**config.mk**
```make
export PLATFORM = sky130hd
export DESIGN_NAME = instr_mem_loader
export DESIGN_NICKNAME = d
export VERILOG_FILES = /design/src/rtl/instr_mem_loader_pkg.sv /design/src/rtl/instr_mem_loader_packer.sv /design/src/rtl/instr_mem_loader.sv
export SDC_FILE = /design/constraint.sdc
export NUM_CORES = 1
export LEC_CHECK = 0
export BUFFER_PORTS_ARGS = -buffer_cell sky130_fd_sc_hd__buf_2
export CORE_MARGIN = 5
export CORE_UTILIZATION = 45
export DETAILED_ROUTE_END_ITERATION = 8
export HOLD_SLACK_MARGIN = 0.05
export PLACE_DENSITY = 0.79
export REMOVE_ABC_BUFFERS = 1
export SETUP_SLACK_MARGIN = 0.3
export SKIP_CTS_REPAIR_TIMING = 1
export SLEW_MARGIN = 20
export SYNTH_ARGS = -nofsm -noshare
export SYNTH_HDL_FRONTEND = slang
export SYNTH_SLANG_ARGS = --single-unit
```
**constraint.sdc**
```tcl
create_clock -name clk -period 2.04 [get_ports clk]
set_input_delay 0 -clock clk [delete_from_list [all_inputs] [get_ports clk]]
set_output_delay 0 -clock clk [all_outputs]
set_load 0.02 [all_outputs]
```
**src/rtl/instr_mem_loader_pkg.sv**
```systemverilog
// Shared constants for the instruction-memory loader: MIPS opcodes, request
// class codes, loader FSM states and an I-type packing helper.
package loader_pkg;

    localparam logic [5:0] OP_R   = 6'b000000;
    localparam logic [5:0] OP_LW  = 6'b100011;
    localparam logic [5:0] OP_SW  = 6'b101011;
    localparam logic [5:0] OP_BEQ = 6'b000100;
    localparam logic [5:0] OP_J   = 6'b000010;

    localparam logic [2:0] CLS_R   = 3'd0;
    localparam logic [2:0] CLS_LW  = 3'd1;
    localparam logic [2:0] CLS_SW  = 3'd2;
    localparam logic [2:0] CLS_BEQ = 3'd3;
    localparam logic [2:0] CLS_J   = 3'd4;

    typedef enum logic [1:0] {
        ST_IDLE = 2'd0,
        ST_LOAD = 2'd1,
        ST_DONE = 2'd2
    } state_e;

    function automatic logic [31:0] enc_itype(input logic [5:0]  op,
                                              input logic [4:0]  rs,
                                              input logic [4:0]  rt,
                                              input logic [15:0] imm);
        return {op, rs, rt, imm};
    endfunction

endpackage

```
**src/rtl/instr_mem_loader_packer.sv**
```systemverilog
// Combinational packer: turns a symbolic request (class plus fields) into a
// 32-bit MIPS word and flags classes that have no encoding.
module instr_field_packer
    import loader_pkg::*;
(
    input  logic [2:0]  cls_i,
    input  logic [4:0]  rs_i,
    input  logic [4:0]  rt_i,
    input  logic [4:0]  rd_i,
    input  logic [5:0]  funct_i,
    input  logic [15:0] imm_i,
    input  logic [25:0] target_i,
    output logic [31:0] word_o,
    output logic        legal_o
);

    // Select the instruction format from the request class.
    always_comb begin
        word_o  = 32'h0000_0000;
        legal_o = 1'b1;
        case (cls_i)
            CLS_R:   word_o = {OP_R, rs_i, rt_i, rd_i, 5'b00000, funct_i};
            CLS_LW:  word_o = enc_itype(OP_LW, rs_i, rt_i, imm_i);
            CLS_SW:  word_o = enc_itype(OP_SW, rs_i, rt_i, imm_i);
            CLS_BEQ: word_o = enc_itype(OP_BEQ, rs_i, rt_i, imm_i);
            CLS_J:   word_o = {OP_J, target_i};
            default: legal_o = 1'b0;
        endcase
    end

endmodule

```
**src/rtl/instr_mem_loader.sv**
```systemverilog
// Sequential instruction-memory writer: accepts packed requests during a load
// session and issues one registered write per legal request at rising addresses.
module instr_mem_loader
    import loader_pkg::*;
#(
    parameter int ADDR_W    = 8,
    parameter int BASE_ADDR = 0
) (
    input  logic              clk,
    input  logic              rst_n,
    input  logic              start,
    input  logic              in_valid,
    output logic              in_ready,
    input  logic              in_last,
    input  logic [2:0]        cls,
    input  logic [4:0]        rs,
    input  logic [4:0]        rt,
    input  logic [4:0]        rd,
    input  logic [5:0]        funct,
    input  logic [15:0]       imm,
    input  logic [25:0]       target,
    output logic              im_we,
    output logic [ADDR_W-1:0] im_addr,
    output logic [31:0]       im_wdata,
    output logic              busy,
    output logic              done,
    output logic              err,
    output logic [ADDR_W:0]   count
);

    localparam logic [ADDR_W:0] BASE_PTR = (ADDR_W+1)'(BASE_ADDR);
    localparam logic [ADDR_W:0] ONE      = (ADDR_W+1)'(1);

    state_e            state_q;
    logic [ADDR_W:0]   ptr_q;
    logic [ADDR_W:0]   count_q;
    logic [ADDR_W-1:0] addr_q;
    logic [31:0]       wdata_q;
    logic              we_q;
    logic              done_q;
    logic              err_q;

    logic [31:0]       word_s;
    logic              legal_s;
    logic              full_s;
    logic              accept_s;

    instr_field_packer u_packer (
        .cls_i    (cls),
        .rs_i     (rs),
        .rt_i     (rt),
        .rd_i     (rd),
        .funct_i  (funct),
        .imm_i    (imm),
        .target_i (target),
        .word_o   (word_s),
        .legal_o  (legal_s)
    );

    // The pointer's top bit sets exactly when the last word address has been used.
    assign full_s   = ptr_q[ADDR_W];
    assign in_ready = (state_q == ST_LOAD) && !full_s;
    assign accept_s = in_valid && in_ready;

    // Session FSM, write pointer, word counter and registered write port.
    always_ff @(posedge clk or negedge rst_n) begin
        if (!rst_n) begin
            state_q <= ST_IDLE;
            ptr_q   <= '0;
            count_q <= '0;
            addr_q  <= '0;
            wdata_q <= 32'h0000_0000;
            we_q    <= 1'b0;
            done_q  <= 1'b0;
            err_q   <= 1'b0;
        end else begin
            we_q   <= 1'b0;
            done_q <= 1'b0;
            case (state_q)
                ST_IDLE: begin
                    if (start) begin
                        state_q <= ST_LOAD;
                        ptr_q   <= BASE_PTR;
                        count_q <= '0;
                        err_q   <= 1'b0;
                    end
                end
                ST_LOAD: begin
                    if (start) begin
                        ptr_q   <= BASE_PTR;
                        count_q <= '0;
                        err_q   <= 1'b0;
                    end else if (accept_s) begin
                        if (legal_s) begin
                            we_q    <= 1'b1;
                            addr_q  <= ptr_q[ADDR_W-1:0];
                            wdata_q <= word_s;
                            ptr_q   <= ptr_q + ONE;
                            count_q <= count_q + ONE;
                        end else begin
                            err_q <= 1'b1;
                        end
                        if (in_last) begin
                            state_q <= ST_DONE;
                            done_q  <= 1'b1;
                        end
                    end else if (in_valid && full_s) begin
                        err_q   <= 1'b1;
                        state_q <= ST_DONE;
                        done_q  <= 1'b1;
                    end
                end
                ST_DONE: state_q <= ST_IDLE;
                default: state_q <= ST_IDLE;
            endcase
        end
    end

    assign im_we    = we_q;
    assign im_addr  = addr_q;
    assign im_wdata = wdata_q;
    assign busy     = (state_q == ST_LOAD);
    assign done     = done_q;
    assign err      = err_q;
    assign count    = count_q;

endmodule
```
[After elaboration in Yosys (flattened, before gate mapping)]
Cells that the tools add are included.
Operators by class
  add/subtract/negate cells: 2
  reductions and logical operators: 12
  equal/unequal tests: 13
  muxes and demuxes: 32
  bitwise gates (word level): 1
Operator list (number)
  $pmux 32 s5: 1
  $mux 9: 7
  $pmux 9 s2: 2
  $add 9x1->9 const B: 2
  $reduce_and 4->1: 4
  $mux 1: 15
  $mux 2: 5
  $eq 3x2->1 const B: 2
  $ne 3x2->1 const B: 2
  $reduce_or 5->1: 1
  $ne 2x2->1 const B: 2
  $ne 4x2->1 const B: 1
  $ne 4x4->1 const B: 1
  $pmux 2 s2: 1
  $eq 3x1->1 const B: 1
  $eq 3x3->1 const B: 1
  $logic_and 1x1->1: 3
  $logic_not 3->1: 1
  $ne 3x1->1 const B: 1
  $ne 3x3->1 const B: 1
  $eq 2x1->1 const B: 1
  $logic_not 2->1: 1
  $pmux 1 s2: 1
  $reduce_bool 2->1: 1
  2 further kinds: 2
Word-level totals
  register bits after elaboration: 63

[Logic depth before layout (Yosys ltp)]
  depth after elaboration: 7
  mapped depth: 6
  mapped depth without buffers: 4

[Cells and area by module]
From an unflattened synthesis, not the netlist that was laid out.
Unflattened totals
  cell total of the unflattened synthesis: 299
  area, all modules: 3338.2 µm²
Modules (own cells, without submodules)
  instr_mem_loader: area each 2680.1 µm², seq. area each 1576.5 µm², cells each 201, instances 1
  instr_field_packer: area each 658.1 µm², seq. area each 0.0 µm², cells each 98, instances 1

[Worst setup path after synthesis]
OpenSTA, ideal clock, no wires.
  path type: register to register
  start point: register ptr_q[8]
  end point: register wdata_q[16] (netlist: im_wdata[16])
  buffers on the path: 3
  stages on the path, launching flop included: 7
  clock period less this slack: 1588 ps
  setup time: 132 ps
  required time: 1908 ps
  arrival time: 1456 ps
  slack: 452 ps
  cells stage by stage: dfrtp_1 > buf_6 > or4_4 > buf_6 > buf_12 > o32ai_1 > a211oi_1
Between the ends
  word-level cells in the longest chain between the ends: 4
Ends and longest elaborated chain
  start: declaration: RTL line instr_mem_loader.sv:35  | logic [ADDR_W:0] ptr_q;
  start signal: assignment: RTL line instr_mem_loader.sv:98  | ptr_q <= ptr_q + ONE;
  $logic_not 1->1: RTL line instr_mem_loader.sv:62  | assign in_ready = (state_q == ST_LOAD) && !full_s;
  $logic_and 1x1->1: RTL line instr_mem_loader.sv:62
  $logic_and 1x1->1: RTL line instr_mem_loader.sv:63  | assign accept_s = in_valid && in_ready;
  $reduce_and 4->1 (no line)
  end signal: assignment: RTL line instr_mem_loader.sv:97  | wdata_q <= word_s;
  end: declaration: RTL line instr_mem_loader.sv:38  | logic [31:0] wdata_q;
Every way passes these cells.
A chain may end at the register's enable or synchronous reset.

[Worst setup path in the final report]
  start point: register ptr_q[8]
  end point: register count_q[4] (netlist: count[4])
Between the ends
  word-level cells in the longest chain between the ends: 5
Ends and longest elaborated chain
  $logic_not 1->1: RTL line instr_mem_loader.sv:62
  $logic_and 1x1->1: RTL line instr_mem_loader.sv:62
  $logic_and 1x1->1: RTL line instr_mem_loader.sv:63
  $ne 3x2->1 (no line)
  $reduce_and 4->1 (no line)
  end signal: assignment: RTL line instr_mem_loader.sv:99  | count_q <= count_q + ONE;
  end: declaration: RTL line instr_mem_loader.sv:36  | logic [ADDR_W:0] count_q;
Every way passes these cells.

==> out/qor.txt <==
========================================================================
Run status ................................................ finished, final reports clean
Static Leakage ............................................      2.01 nW
Post-synthesis instance total .............................          321
Proportion of total power due to net switching ............        31.5%
Class of the tightest hold or removal check ...............    in -> reg
Register share of total power .............................        40.5%
Critical Path, Cell by Cell ............................... nand4bb_1, buf_4, or4_1, a21oi_1
Combinational Power Share .................................        26.6%
Clock root buffer .........................................     clkbuf_8
Die area ..................................................     9370 µm²
All-Layer GR Usage ........................................        19.7%
Routability-driven placement congestion ratio .............        0.816
DRT iter0 DRCs ............................................          132
TritonCTS buffer count ....................................            9
Starting density of the core ..............................        46.5%
F_max .....................................................    0.602 GHz
Via count of the first global-routing pass ................        3,134
Primary FF master, synth ..................................      dfrtp_1
Switching power summed over all nets ......................      1.17 mW
Height of the die .........................................      96.8 µm
Final cell utilization of the core ........................        62.5%
Relative slew margins .....................................        49.2%
Maximum buffer depth of the clock tree ....................            2
Post-detail-place hpwl ....................................      6840 µm
Drt via density ...........................................         5.87
Number of top-level pins ..................................          125
Number of iterations in the first detailed-routing pass ...            4
Synth Cell Area ...........................................     3390 µm²
Kind of capture point of the worst setup path .............    flip-flop
Largest incremental delay on the critical path ............       500 ps
Shortest period the worst path allows .....................      1660 ps
Slowest cell on the critical path .........................      dfrtp_1
Post-synth EDFFs ..........................................            0
Count of inserted antenna diode cells .....................            0
Number of distinct library cells after synthesis ..........           51
Sequential element share of the synthesized area ..........        45.0%
Largest fanout on the critical path .......................           20
Number of placement rows ..................................           31
Hold Path Origin ..........................................        rs[3]
Power density normalized to cell area .....................   814 nW/µm²
Post-synthesis area per instance ..........................     10.6 µm²
Max-cap violations ........................................            0
FFs w/ async S/R, synth ...................................         100%
CTS tree ..................................................        built
Detail Route Antenna Nets .................................            0
Final routed wire length divided by cell count ............      17.5 µm
Layout overhead on the synthesized area ...................        34.5%
Drt drc ...................................................            0
Yosys Warn Count ..........................................            0
Global-route wire length before repair ....................    15,400 µm
Number of cells in the finished layout apart from fillers .          563
Die span in x .............................................      96.8 µm
RSZ-0062 raised after global routing ......................         true
Data arrival, critical path ...............................      1930 ps
Final WS setup ............................................       379 ps
Seq cells post-synth ......................................           61
Setup clock skew after layout .............................      6.45 ps
Number of buffers added on ports ..........................          123
Worst voltage drop across the vdd grid ....................       409 µV
Family with the most delay on the worst path .............. simple AND/OR/NAND/NOR gates
Worst Hold End ............................................ im_wdata[24]
CTS HTree Levels ..........................................            3
Buffers & Inverters on Critical Path ......................            1
FF-to-FF setup slack ......................................       380 ps
Worst R2R Path Depth ......................................            4
Setup slack after placement ...............................       239 ps
Vias ......................................................        3,302
Clock group share of total power ..........................        33.0%
Post-detailed-routing wire length .........................      9850 µm
Count of placed standard cells including taps .............          520
Overflow after GRT ........................................            0
Critical path start-end classification ....................   reg -> reg
Count of pins over their slew limit .......................            0
Count of endpoints failing setup in the final report ......            0
Worst-skew pair later-pin latency .........................       340 ps
Fin. Hold Viols ...........................................            0
Worst R2R Start ...........................................     ptr_q[8]
Internal Power ............................................      2.54 mW
CTS clock-pin slew for the worst setup and hold paths .....        70 ps
Worst path required time ..................................      2310 ps
Pin count of the biggest net entering global routing ......           40
Hold Path Depth ...........................................            3
Slew at the pin closest to its max-slew limit .............       762 ps
Layout cell share with drive strength beyond 1 ............        41.2%
Initial antenna violation count ...........................            0
Placeable core region .....................................     7290 µm²
Final net count ...........................................          532
Sink count of the clock tree ..............................           61
Crit Reg-Reg Endpoint .....................................     count[4]
Final worst path period share .............................        81.4%
Startpoint class of the critical path .....................    flip-flop
========================================================================
cell type report:
| class | count | area [µm²] |
|---|---|---|
| repair buffers | 161 | 997 |
| inverters | 2 | 7.51 |
| well taps | 99 | 124 |
| flip-flops and latches | 61 | 1530 |
| multi-input cells | 224 | 1680 |
| fillers | 626 | 2730 |
| clock inverters | 4 | 70.1 |
| clock buffers | 12 | 155 |
placed cells by master, fill, tap and decap left out, types with 2 or more instances in the layout:
cell type      Yosys  final
buf_2              6    123
o221a_2           10     10
nor4b_2            0      2
dfrtp_1           61     61
nand4_1           16     16
a21oi_1           18     18
nor3_1            14     14
ha_1               2      2
or3b_2            11     11
o32ai_1            5      5
mux2_1             8      8
clkinv_2           0      2
nor2_1             3      3
or4_1              5      5
nand3_1            8      7
o21a_1             2      2
buf_12             1      2
a221o_1            5      5
dlygate4sd3_1      0     27
bufinv_16          0      2
buf_4              3      8
nor4_1             4      3
o32ai_2            8      8
mux2i_1           10     10
o211ai_1           2      2
a22o_1             2      2
nand2_1           21     20
nor2_2             2      2
a32o_1             3      3
o31ai_1            8      8
clkbuf_8           2     11
nor2b_1            4      4
nand2b_1           9      9
o21ai_0           16     16
a211oi_1          10     10
metal layers:
layer  GRT usage [%]  routed length, µm  vias up
met5               0                  0        -
met4            6.59                178        0
met3            4.82                703       18
met2            32.4               4970      138
met1            25.5               3990     1626
li1                -                  -     1520
kinds of logic after synthesis:
logic type / after synthesis / synth area share [%]
buf+inv: 36 / 6.49
xor+xnor: 1 / 0.258
other cells: 1 / 0.111
compound gates: 93 / 22.3
flops: 61 / 45.0
simple gates: 109 / 19.5
mux: 18 / 5.61
fa+ha+maj: 2 / 0.738
power by group through the flow:
stage / clock network [mW] / registers [mW] / logic (mW)
global placement: 0 / 1.51 / 0.919
detailed placement: 0 / 1.52 / 0.942
finish: 1.22 / 1.50 / 0.986
global route: 1.28 / 1.52 / 1.06
floorplan: 0 / 1.69 / 0.347
CTS: 1.24 / 1.50 / 0.940
worst max path at each step:
stage          startpoint      endpoint  slack (ps)  cells after the start
2_1_floorplan  state_q[1]   im_wdata[0]          -6                      4
3_3_place_gp   state_q[1]   im_wdata[4]         300                      4
3_5_place_dp   state_q[1]  im_wdata[12]         240                      4
4_1_cts        state_q[1]  im_wdata[12]         200                      4
5_1_grt        state_q[1]   im_wdata[7]         290                      4
6_report         ptr_q[8]      count[4]         380                      4
tightest hold or removal path, stage by stage:
cell and delay [ps]:
buf_2 80, nor3_1 50, a211oi_1 170
per-stage QoR:
step | total power [mW] | hold WS [ps] | setup TNS (ps) | area, µm²
finish | 3.71 | 19.8 | 0 | 4560
CTS | 3.68 | -343 | 0 | 4250
floorplan | 2.04 | -296 | -61.6 | 3180
global route | 3.87 | 64.5 | 0 | 4560
detailed placement | 2.46 | 17.1 | 0 | 4030
global placement | 2.43 | 12.1 | 0 | 4030
state kept, by name, indices dropped and copies added (netlist names):
name / count
im_addr: 8
im_we: 1
done: 1
im_wdata: 30
ptr_q: 9
count: 9
state_q: 2
err: 1
synthesized netlist by cell type, types with 3 or more instances:
cell type	n	area share (%)
buf_4	3	0.66
nor3_1	14	2.1
buf_6	4	1.3
buf_2	6	0.89
nand4_1	16	3.0
dfrtp_1	61	45
nor2_1	3	0.33
mux2i_1	10	3.0
a32o_1	3	0.89
o221a_2	10	3.3
mux2_1	8	2.7
clkbuf_1	18	2.0
a221o_1	5	1.5
nor2b_1	4	0.74
nor4b_1	3	0.77
nor4_1	4	0.74
o32ai_1	5	1.3
a21oi_1	18	2.7
or3b_2	11	2.8
nand3_1	8	1.2
or4_1	5	1.1
o21ai_0	16	2.4
o31ai_1	8	1.8
nand2b_1	9	1.7
o32ai_2	8	3.8
nand2_1	21	2.3
a211oi_1	10	2.2
Note: power is estimated with default switching activity, not from simulation.
